### src/rtl/uart_pkg.sv
// ---------------------------------------------------------------------------
// uart_pkg
// Shared types and helpers for the parametrised UART transmitter.
//   uart_state_t  : transmitter FSM states
//   uart_parity_t : encoding of the parity_mode input
//   calc_div()    : rounded integer clock-to-baud divider
// ---------------------------------------------------------------------------
package uart_pkg;

    typedef enum logic [2:0] {IDLE, START, DATA, PARITY, STOP} uart_state_t;

    typedef enum logic [1:0] {
        PAR_NONE  = 2'd0,
        PAR_EVEN  = 2'd1,
        PAR_ODD   = 2'd2,
        PAR_NONE2 = 2'd3
    } uart_parity_t;

    // Rounded to nearest so the bit time error is at most half a clock.
    function automatic int calc_div(input int clk_hz, input int baud);
        return (clk_hz + baud / 2) / baud;
    endfunction

endpackage

### src/rtl/uart_tx_param_if.sv
// ---------------------------------------------------------------------------
// uart_tx_param_if
// Character handshake between the message sequencer (master) and the
// transmitter (slave).
//   tx_valid    master -> slave  character available on tx_data
//   tx_data     master -> slave  character, DATA_BITS wide, LSB sent first
//   parity_mode master -> slave  00 none, 01 even, 10 odd, 11 none
//   tx_ready    slave -> master  transmitter idle, accepts this cycle
//   tx_busy     slave -> master  inverse of tx_ready
//   tx_done     slave -> master  one-cycle pulse at end of the last stop bit
// DATA_BITS must match the DATA_BITS of the transmitter it is attached to.
// ---------------------------------------------------------------------------
interface uart_tx_param_if #(
    parameter int DATA_BITS = 8
);
    logic                 tx_valid;
    logic                 tx_ready;
    logic [DATA_BITS-1:0] tx_data;
    logic [1:0]           parity_mode;
    logic                 tx_busy;
    logic                 tx_done;

    modport master (
        output tx_valid, tx_data, parity_mode,
        input  tx_ready, tx_busy, tx_done
    );

    modport slave (
        input  tx_valid, tx_data, parity_mode,
        output tx_ready, tx_busy, tx_done
    );
endinterface

### src/rtl/uart_baud_gen.sv
// ---------------------------------------------------------------------------
// uart_baud_gen
// Bit-time counter for the transmitter. Counts 0..DIV-1 while enabled and
// sits at 0 otherwise, so the first bit after an accept is a full DIV clocks.
//   FPGA_CLK1_50 in  system clock
//   rst_n        in  asynchronous active-low reset
//   clear        in  restart the count at 0
//   enable       in  count; when low the counter is held at 0
//   tick         out high on the last clock of each bit time
// ---------------------------------------------------------------------------
module uart_baud_gen #(
    parameter int DIV = 4
) (
    input  logic FPGA_CLK1_50,
    input  logic rst_n,
    input  logic clear,
    input  logic enable,
    output logic tick
);
    localparam int              CNT_W = (DIV > 1) ? $clog2(DIV) : 1;
    localparam logic [CNT_W-1:0] LAST = CNT_W'(DIV - 1);

    logic [CNT_W-1:0] cnt_q;
    logic [CNT_W-1:0] cnt_d;

    always_comb begin
        cnt_d = cnt_q;
        if (clear || !enable) begin
            cnt_d = '0;
        end else if (cnt_q == LAST) begin
            cnt_d = '0;
        end else begin
            cnt_d = cnt_q + 1'b1;
        end
    end

    always_ff @(posedge FPGA_CLK1_50 or negedge rst_n) begin
        if (!rst_n) begin
            cnt_q <= '0;
        end else begin
            cnt_q <= cnt_d;
        end
    end

    assign tick = enable && (cnt_q == LAST);

endmodule

### src/rtl/uart_tx_param.sv
// ---------------------------------------------------------------------------
// uart_tx_param
// Parametrised RS-232 transmitter: START, DATA_BITS data bits LSB first,
// optional parity, STOP_BITS stop bits, each bit DIV clocks long.
//   FPGA_CLK1_50 in  system clock, rising edge
//   rst_n        in  asynchronous active-low reset (aborts a frame in flight)
//   bus          slave modport of uart_tx_param_if (valid/ready handshake,
//                data, parity mode, busy, done)
//   TxD          out registered serial line, idle high
// Build option: define UART_TX_PARITY_EN to honour parity_mode; without it
// parity_mode is ignored and every frame is DATA_BITS-N-STOP_BITS.
// ---------------------------------------------------------------------------
module uart_tx_param
    import uart_pkg::*;
#(
    parameter int CLK_HZ    = 50_000_000,
    parameter int BAUD      = 115200,
    parameter int DATA_BITS = 8,
    parameter int STOP_BITS = 1
) (
    input  logic             FPGA_CLK1_50,
    input  logic             rst_n,
    uart_tx_param_if.slave   bus,
    output logic             TxD
);
    localparam int DIV   = calc_div(CLK_HZ, BAUD);
    localparam int BIT_W = $clog2(DATA_BITS);
    localparam logic [BIT_W-1:0] DATA_LAST = BIT_W'(DATA_BITS - 1);
    localparam logic [BIT_W-1:0] STOP_LAST = BIT_W'(STOP_BITS - 1);

    if (DIV < 2) begin : g_div_check
        $error("uart_tx_param: CLK_HZ/BAUD gives a divider below 2");
    end
    if (DATA_BITS < 5 || DATA_BITS > 9) begin : g_data_check
        $error("uart_tx_param: DATA_BITS must be 5..9");
    end
    if (STOP_BITS < 1 || STOP_BITS > 2) begin : g_stop_check
        $error("uart_tx_param: STOP_BITS must be 1 or 2");
    end

    uart_state_t          state_q, state_d;
    logic [DATA_BITS-1:0] shift_q, shift_d;
    logic [BIT_W-1:0]     bit_cnt_q, bit_cnt_d;
    logic                 txd_q, txd_d;
    logic                 done_q, done_d;
    logic                 accept;
    logic                 baud_tick;
    logic                 goto_parity;
    logic                 parity_bit;

    assign accept = bus.tx_valid && (state_q == IDLE);

    uart_baud_gen #(.DIV(DIV)) u_baud (
        .FPGA_CLK1_50 (FPGA_CLK1_50),
        .rst_n        (rst_n),
        .clear        (accept),
        .enable       (state_q != IDLE),
        .tick         (baud_tick)
    );

`ifdef UART_TX_PARITY_EN
    // Parity bit and its enable are frozen at accept so later changes on
    // tx_data/parity_mode cannot disturb the frame in flight.
    logic parity_q;
    logic par_en_q;

    always_ff @(posedge FPGA_CLK1_50 or negedge rst_n) begin
        if (!rst_n) begin
            parity_q <= 1'b0;
            par_en_q <= 1'b0;
        end else if (accept) begin
            par_en_q <= (bus.parity_mode == PAR_EVEN) || (bus.parity_mode == PAR_ODD);
            parity_q <= (bus.parity_mode == PAR_ODD) ? ~^bus.tx_data : ^bus.tx_data;
        end
    end

    assign goto_parity = par_en_q;
    assign parity_bit  = parity_q;
`else
    logic unused_parity_mode;
    assign unused_parity_mode = ^bus.parity_mode;
    assign goto_parity        = 1'b0;
    assign parity_bit         = 1'b1;
`endif

    always_comb begin
        state_d   = state_q;
        shift_d   = shift_q;
        bit_cnt_d = bit_cnt_q;
        done_d    = 1'b0;
        case (state_q)
            IDLE: begin
                if (accept) begin
                    state_d   = START;
                    shift_d   = bus.tx_data;
                    bit_cnt_d = '0;
                end
            end
            START: begin
                if (baud_tick) begin
                    state_d   = DATA;
                    bit_cnt_d = '0;
                end
            end
            DATA: begin
                if (baud_tick) begin
                    shift_d = shift_q >> 1;
                    if (bit_cnt_q == DATA_LAST) begin
                        bit_cnt_d = '0;
                        state_d   = goto_parity ? PARITY : STOP;
                    end else begin
                        bit_cnt_d = bit_cnt_q + 1'b1;
                    end
                end
            end
            PARITY: begin
                if (baud_tick) begin
                    state_d   = STOP;
                    bit_cnt_d = '0;
                end
            end
            STOP: begin
                if (baud_tick) begin
                    if (bit_cnt_q == STOP_LAST) begin
                        state_d = IDLE;
                        done_d  = 1'b1;
                    end else begin
                        bit_cnt_d = bit_cnt_q + 1'b1;
                    end
                end
            end
            default: begin
                state_d = IDLE;
            end
        endcase

        // Line level follows the next state so TxD changes on the same edge
        // as the state it belongs to (start bit low on the accept edge).
        case (state_d)
            START:   txd_d = 1'b0;
            DATA:    txd_d = shift_d[0];
            PARITY:  txd_d = parity_bit;
            default: txd_d = 1'b1;
        endcase
    end

    always_ff @(posedge FPGA_CLK1_50 or negedge rst_n) begin
        if (!rst_n) begin
            state_q   <= IDLE;
            shift_q   <= '0;
            bit_cnt_q <= '0;
            txd_q     <= 1'b1;
            done_q    <= 1'b0;
        end else begin
            state_q   <= state_d;
            shift_q   <= shift_d;
            bit_cnt_q <= bit_cnt_d;
            txd_q     <= txd_d;
            done_q    <= done_d;
        end
    end

    assign bus.tx_ready = (state_q == IDLE);
    assign bus.tx_busy  = (state_q != IDLE);
    assign bus.tx_done  = done_q;
    assign TxD          = txd_q;

endmodule

### src/flat_wrapper.sv
// flat-port wrapper written by rule: the top's interface ports become plain ports
module uart_tx_param_flat import uart_pkg::*;
#(
    parameter int CLK_HZ    = 50_000_000,
    parameter int BAUD      = 115200,
    parameter int DATA_BITS = 8,
    parameter int STOP_BITS = 1
)
  (FPGA_CLK1_50, rst_n, TxD, bus_tx_valid, bus_tx_data, bus_parity_mode, bus_tx_ready, bus_tx_busy, bus_tx_done);
  uart_tx_param_if #(.DATA_BITS(DATA_BITS)) bus_i ();
  input  logic FPGA_CLK1_50;
  input  logic rst_n;
  output logic TxD;
  input wire logic [$bits(bus_i.tx_valid)-1:0] bus_tx_valid;
  input wire logic [$bits(bus_i.tx_data)-1:0] bus_tx_data;
  input wire logic [$bits(bus_i.parity_mode)-1:0] bus_parity_mode;
  output wire logic [$bits(bus_i.tx_ready)-1:0] bus_tx_ready;
  output wire logic [$bits(bus_i.tx_busy)-1:0] bus_tx_busy;
  output wire logic [$bits(bus_i.tx_done)-1:0] bus_tx_done;
  assign bus_i.tx_valid = bus_tx_valid;
  assign bus_i.tx_data = bus_tx_data;
  assign bus_i.parity_mode = bus_parity_mode;
  assign bus_tx_ready = bus_i.tx_ready;
  assign bus_tx_busy = bus_i.tx_busy;
  assign bus_tx_done = bus_i.tx_done;
  uart_tx_param #(.CLK_HZ(CLK_HZ), .BAUD(BAUD), .DATA_BITS(DATA_BITS), .STOP_BITS(STOP_BITS)) u_core (.FPGA_CLK1_50(FPGA_CLK1_50), .rst_n(rst_n), .bus(bus_i), .TxD(TxD));
endmodule
### config.mk
export PLATFORM = sky130hd
export DESIGN_NAME = uart_tx_param_flat
export DESIGN_NICKNAME = d
export VERILOG_FILES = /design/src/rtl/uart_pkg.sv /design/src/rtl/uart_tx_param_if.sv /design/src/rtl/uart_baud_gen.sv /design/src/rtl/uart_tx_param.sv /design/src/flat_wrapper.sv
export SDC_FILE = /design/constraint.sdc
export NUM_CORES = 1
export LEC_CHECK = 0
export BUFFER_PORTS_ARGS = -buffer_cell sky130_fd_sc_hd__buf_2
export CORE_ASPECT_RATIO = 0.75
export CORE_MARGIN = 4
export CORE_UTILIZATION = 42
export DETAILED_ROUTE_END_ITERATION = 12
export GPL_TIMING_DRIVEN = 1
export PLACE_DENSITY_LB_ADDON = 0.15
export SETUP_SLACK_MARGIN = 0.15
export SLEW_MARGIN = 0
export SYNTH_ARGS = -nofsm -noshare
export SYNTH_HDL_FRONTEND = slang
export SYNTH_HIERARCHICAL = 1
export SYNTH_SLANG_ARGS = --single-unit
### constraint.sdc
create_clock -name FPGA_CLK1_50 -period 4.6 [get_ports FPGA_CLK1_50]
set_clock_uncertainty 0.1 [all_clocks]
set_input_delay 0.69 -clock FPGA_CLK1_50 [delete_from_list [all_inputs] [get_ports FPGA_CLK1_50]]
set_output_delay 0.69 -clock FPGA_CLK1_50 [all_outputs]
set_load 0.01 [all_outputs]
Yosys cells after proc, flatten, opt, wreduce, memory -nomap -nowiden
Index checks and enable logic that the tools add are counted.
{"block": "word_totals", "ff_bits": 25, "latchBits": 0, "ramBits": 0, "romBits": 0, "in_bits": 13, "elab_cells": 58, "n_memories": 0}
{"block": "op_classes", "add_sub_neg": 2, "multipliers": 0, "div": 0, "n_lt_le_gt_ge": 0, "n_eq_ne": 13, "shifts": 0, "muxes": 24, "bitwise": 0, "reduce_logical": 12}
{"cell": "3-bit 2-to-1 mux", "n": 13}
{"cell": "9-bit 2-to-1 mux", "n": 2}
{"cell": "8-bit 2-to-1 mux", "n": 2}
{"cell": "8-bit one-hot mux with 2 select lines", "n": 1}
{"cell": "3-bit one-hot mux with 5 select lines", "n": 1}
{"cell": "3-bit one-hot mux with 4 select lines", "n": 1}
{"cell": "9-bit by 1-bit adder with 9-bit output (second input constant)", "n": 1}
{"cell": "3-bit by 2-bit equality test with 1-bit output (second input constant)", "n": 3}
{"cell": "9-bit equality test (second input constant)", "n": 1}
{"cell": "2-bit by 1-bit inequality test with 1-bit output (second input constant)", "n": 4}
{"cell": "3-bit by 1-bit equality test with 1-bit output (second input constant)", "n": 2}
{"cell": "3-bit equality test (second input constant)", "n": 2}
{"cell": "3-bit logical NOT", "n": 2}
{"cell": "6-bit AND reduction", "n": 1}
{"cell": "4-bit nonzero test", "n": 1}
{"cell": "3-bit by 1-bit adder with 3-bit output (second input constant)", "n": 1}
{"cell": "1-bit 2-to-1 mux", "n": 3}
{"cell": "3-bit AND reduction", "n": 1}
{"cell": "3-bit nonzero test", "n": 1}
{"cell": "1-bit logical AND", "n": 2}
{"cell": "2-bit inequality test (second input constant)", "n": 1}
{"cell": "1-bit one-hot mux with 2 select lines", "n": 1}
{"cell": "2-bit nonzero test", "n": 1}
{"cell": "2-bit OR reduction", "n": 1}
{"cell": "2 further kinds", "n": 2}

Longest topological paths before layout
{"block": "logic_depth", "word_depth": 6, "mapped_depth": 10, "ltp_nobuf": 8}

By module
Netlist, hierarchy kept.
{"module": "uart_tx_param", "instances": 1, "cells_per_inst": 86, "area_each_um2": 920.9}
{"module": "uart_baud_gen", "instances": 1, "cells_per_inst": 50, "area_each_um2": 499.2}

Worst setup path before layout
No wires, ideal clock.
{"block": "synth_timing", "kind": "reg2reg", "startpoint": "reg u_core.state_q[2]", "endpoint": "reg u_core.bit_cnt_q[2]", "setup_ps": 125, "arrival_time_ps": 2125, "required_ps": 4375, "setup_slack_ps": 2250, "stages_incl_launch_ff": 10, "period_less_slack_ps": 2350, "path_cell_list": "dfrtp_1 buf_4 nor3_2 inv_1 inv_1 nor4_1 buf_6 mux2_4 o32ai_4 mux2_4"}
{"block": "synth_between", "elab_chain_cells": 4, "elab_cells_between_ends": 17, "cone_classes": "eq/ne: 9; mux: 1; reduce/logical: 7"}
{"element": "start, declared", "line_no": "uart_tx_param.sv:41", "text": "uart_state_t state_q, state_d;"}
{"element": "start signal, assigned", "line_no": "uart_tx_param.sv:155", "text": "state_q <= state_d;"}
{"element": "3-bit logical NOT *"}
{"element": "net bus_tx_ready", "line_no": "flat_wrapper.sv:17", "text": "output wire logic [$bits(bus_i.tx_ready)-1:0] bus_tx_ready;"}
{"element": "1-bit logical AND", "line_no": "uart_tx_param.sv:51", "text": "assign accept = bus.tx_valid && (state_q == IDLE);"}
{"element": "2-bit by 1-bit inequality test with 1-bit output (no source line)"}
{"element": "6-bit AND reduction (no source line)"}
{"element": "end signal, assigned", "line_no": "uart_tx_param.sv:157", "text": "bit_cnt_q <= bit_cnt_d;"}
{"element": "end, declared", "line_no": "uart_tx_param.sv:43", "text": "logic [BIT_W-1:0] bit_cnt_q, bit_cnt_d;"}
Mark *: on every way through the listed nets, which the timed path passes. The rest lies on a longest branch.
A chain may end at the register's enable or synchronous reset.

Worst setup path after layout
{"block": "layout_timing", "startpoint": "reg u_core.state_q[0]", "endpoint": "reg u_core.bit_cnt_q[2]"}
{"block": "layout_between", "elab_chain_cells": 4, "elab_cells_between_ends": 17, "cone_classes": "eq/ne: 9; mux: 1; reduce/logical: 7"}
{"element": "3-bit nonzero test *", "line_no": "uart_tx_param.sv:57", "text": ".enable (state_q != IDLE),"}
{"element": "1-bit logical AND *", "line_no": "uart_baud_gen.sv:45", "text": "assign tick = enable && (cnt_q == LAST);"}
{"element": "net u_core.baud_tick", "line_no": "uart_tx_param.sv:47", "text": "logic baud_tick;"}
{"element": "2-bit by 1-bit inequality test with 1-bit output (no source line)"}
{"element": "6-bit AND reduction (no source line) *"}
Marks and branches as above.

==> flow_summary.json <==
{
  "clock.fmax_mhz": 397,
  "power_density_mw_per_mm2": 236,
  "syn_inst": 136,
  "cts_sinks": 25,
  "power_leakage_nw": 0.729,
  "layout_common_cells": "dfrtp_1, inv_1, buf_2, nand2_1",
  "crit_family": "simple AND/OR/NAND/NOR gates",
  "cts-root-buf": "clkbuf_8",
  "final_nets": 168,
  "cts_tree": "yes",
  "routed_wl_um": 2530,
  "critPathKind": "register to register",
  "grt_pass1_vias": 1007,
  "wl_per_cell_um": 13.5,
  "p_switching_mw": 0.0776,
  "synth_edf_count": 0,
  "htreeDepth": 1,
  "ios": 17,
  "rsz0062_at_grt": "false",
  "setup-tns-final_ns": 0,
  "drv_cap": 0,
  "cts_setup_buffers": 0,
  "grt.overflow.total": 0,
  "comb_power_share": 0.029,
  "place.gp.congestion": 0.814,
  "swShare": 0.214,
  "worstPathCellList": "nor3_2, inv_1, inv_1, nor4_1, buf_4, or2b_1, nor2b_1, o32ai_4, mux2_4",
  "crit_required_ns": 4.66,
  "finalInstanceArea_mm2": 0.00154,
  "avgSynthCellArea_um2": 10.4,
  "num_antenna_cells": 0,
  "ctsHoldBuffers": 0,
  "clk_latency_ns": 0.27,
  "internal_power_mw": 0.285,
  "rows": 17,
  "ys.warnings.count": 6,
  "core_mm2": 0.00308,
  "fin_crit_ns": 2.52,
  "p_total_mw": 0.362,
  "final_min_period_over_clock_period": 0.547,
  "port_buffers": 14,
  "crit_path_max_incr_delay_ns": 0.66,
  "clockPowerShare": 0.365,
  "grt_max_degree": 26,
  "drt-vias-per-instance": 5.48,
  "vias": 1025,
  "clk_pin_slew_worst_paths_ns": 0.09,
  "post-dp-hpwl_um": 1860,
  "hold_viol_final": 0,
  "die_w_um": 75.1,
  "crit_path_frequent_cell": "inv_1",
  "status": "finished, final reports clean",
  "grt_pass1_wl_um": 4560,
  "synth-seq-cells": 25,
  "finalSetupViolations": 0,
  "synth-seq-area-share": 0.441,
  "drive_gt1_frac": 0.195,
  "yosys_most_used_dff": "dfrtp_1",
  "placed_cell_area_mm2": 0.00149,
  "seq_power_share": 0.606,
  "ir_drop_v": 0.000209,
  "drc": 0,
  "report.final.slew_viol_count": 0,
  "slew_headroom": 0.637,
  "grt_usage": 0.134,
  "critPathBufInv": 3,
  "mostFrequentLayoutCell": "dfrtp_1",
  "ant_nets": 0,
  "slowest_stage": "dfrtp_1",
  "cts_made_buffers": 3,
  "syn-cell-area_mm2": 0.00142,
  "first_pass_iters": 4,
  "syn_to_final_growth_pct": 8.28,
  "worst_pin_slew_ns": 0.545,
  "cts_buffer_depth": 2,
  "synthDistinctLibCells": 46,
  "antenna_found_initial": 0,
  "die-area_mm2": 0.00439,
  "critPathMaxFanout": 13,
  "cp-start-kind": "register",
  "crit_path_end_kind": "register",
  "async_flop_share": 1.00,
  "synth_fp_nets": 154,
  "start_util": 0.460,
  "die_y_um": 58.4,
  "hp-class": "input pin to async pin",
  "arrival_ns": 2.58,
  "cts_resized": 0,
  "drt_iter0_drc": 100
}
==> logic make-up (layout without fill, tap and decap cells) <==
family          after synthesis  in the layout  synth area share
compound gates               28             28             0.169
xor+xnor                      3              3            0.0185
fa+ha+maj                     5              5            0.0441
buf+inv                      21             34            0.0793
flops                        25             25             0.441
mux                           4              4            0.0352
simple gates                 50             50             0.212
==> power groups by stage <==
stage	Sequential (mW)	Clock, mW	Combinational (mW)
2_1_floorplan	0.224	0	0.00163
3_3_place_gp	0.224	0	0.0106
3_5_place_dp	0.224	0	0.0110
4_1_cts	0.220	0.140	0.0110
5_1_grt	0.220	0.148	0.0125
6_report	0.220	0.132	0.0104
==> worst paths after layout <==
kind | slack, ns | cells past startpoint | start | endpoint
worst min-delay path | 0.29 | 1 | rst_n | u_core/u_baud/cnt_q[6]
worst max-delay path | 2.08 | 9 | u_core/state_q[0] | u_core/bit_cnt_q[2]
worst min register to register | 0.37 | 2 | u_core/shift_q[0] | u_core/shift_q[0]
worst max register to register | 2.08 | 9 | u_core/state_q[0] | u_core/bit_cnt_q[2]
min in group FPGA_CLK1_50 | 0.37 | 2 | u_core/shift_q[0] | u_core/shift_q[0]
max in group asynchronous | 3.73 | 1 | rst_n | u_core/TxD
==> sequential cells by signal, summed over array words and instances (netlist names) <==
register	cells
u_core/TxD	1
u_core/shift_q	8
u_core/bit_cnt_q	3
u_core/u_baud/cnt_q	9
u_core/state_q	3
u_core/bus.tx_done	1
==> Yosys cell counts (2+ instances only) <==
| cell | number | share of area |
|---|---|---|
| or3_1 | 2 | 0.0088 |
| a31oi_1 | 3 | 0.013 |
| nand3b_1 | 3 | 0.016 |
| mux2_4 | 2 | 0.021 |
| inv_1 | 15 | 0.040 |
| dfrtp_1 | 24 | 0.42 |
| o21ai_0 | 2 | 0.0070 |
| o21ai_1 | 4 | 0.014 |
| a222oi_1 | 6 | 0.042 |
| a21oi_1 | 4 | 0.014 |
| xor2_1 | 2 | 0.012 |
| nor2_1 | 6 | 0.016 |
| nand3_1 | 5 | 0.018 |
| mux2i_1 | 2 | 0.014 |
| ha_1 | 5 | 0.044 |
| nand2b_1 | 5 | 0.022 |
| nand2_1 | 14 | 0.037 |
| buf_6 | 4 | 0.032 |
==> cell type report <==
class	count	area [um2]
Clock inverter	1	7.51
Tap cell	38	47.5
Clock buffer	3	41.3
Inverter	15	56.3
Timing Repair Buffer	15	77.6
Sequential cell	25	627
Fill cell	267	1550
Multi-Input combinational cell	90	681
==> routing by layer <==
layer / up-vias / part of all wire / track usage / routed length (um)
met5: - / 0 / 0 / 0
met4: 0 / 0.0048 / 0.0150 / 12
met3: 2 / 0.065 / 0.0461 / 165
met2: 24 / 0.43 / 0.203 / 1090
met1: 485 / 0.50 / 0.191 / 1260
li1: 514 / - / - / -
==> stage by stage <==
stage	cells	hold slack (ns)	utilization	worst slack, ns
final	187	0.293	0.499	2.08
after global routing	187	0.352	0.499	1.87
after CTS	187	0.322	0.499	2.06
after detailed placement	183	0.354	0.483	2.08
after global placement	183	0.355	0.483	2.12
after floorplan	136	0.294	-	2.25
Note: power is estimated with default switching activity, not from simulation.
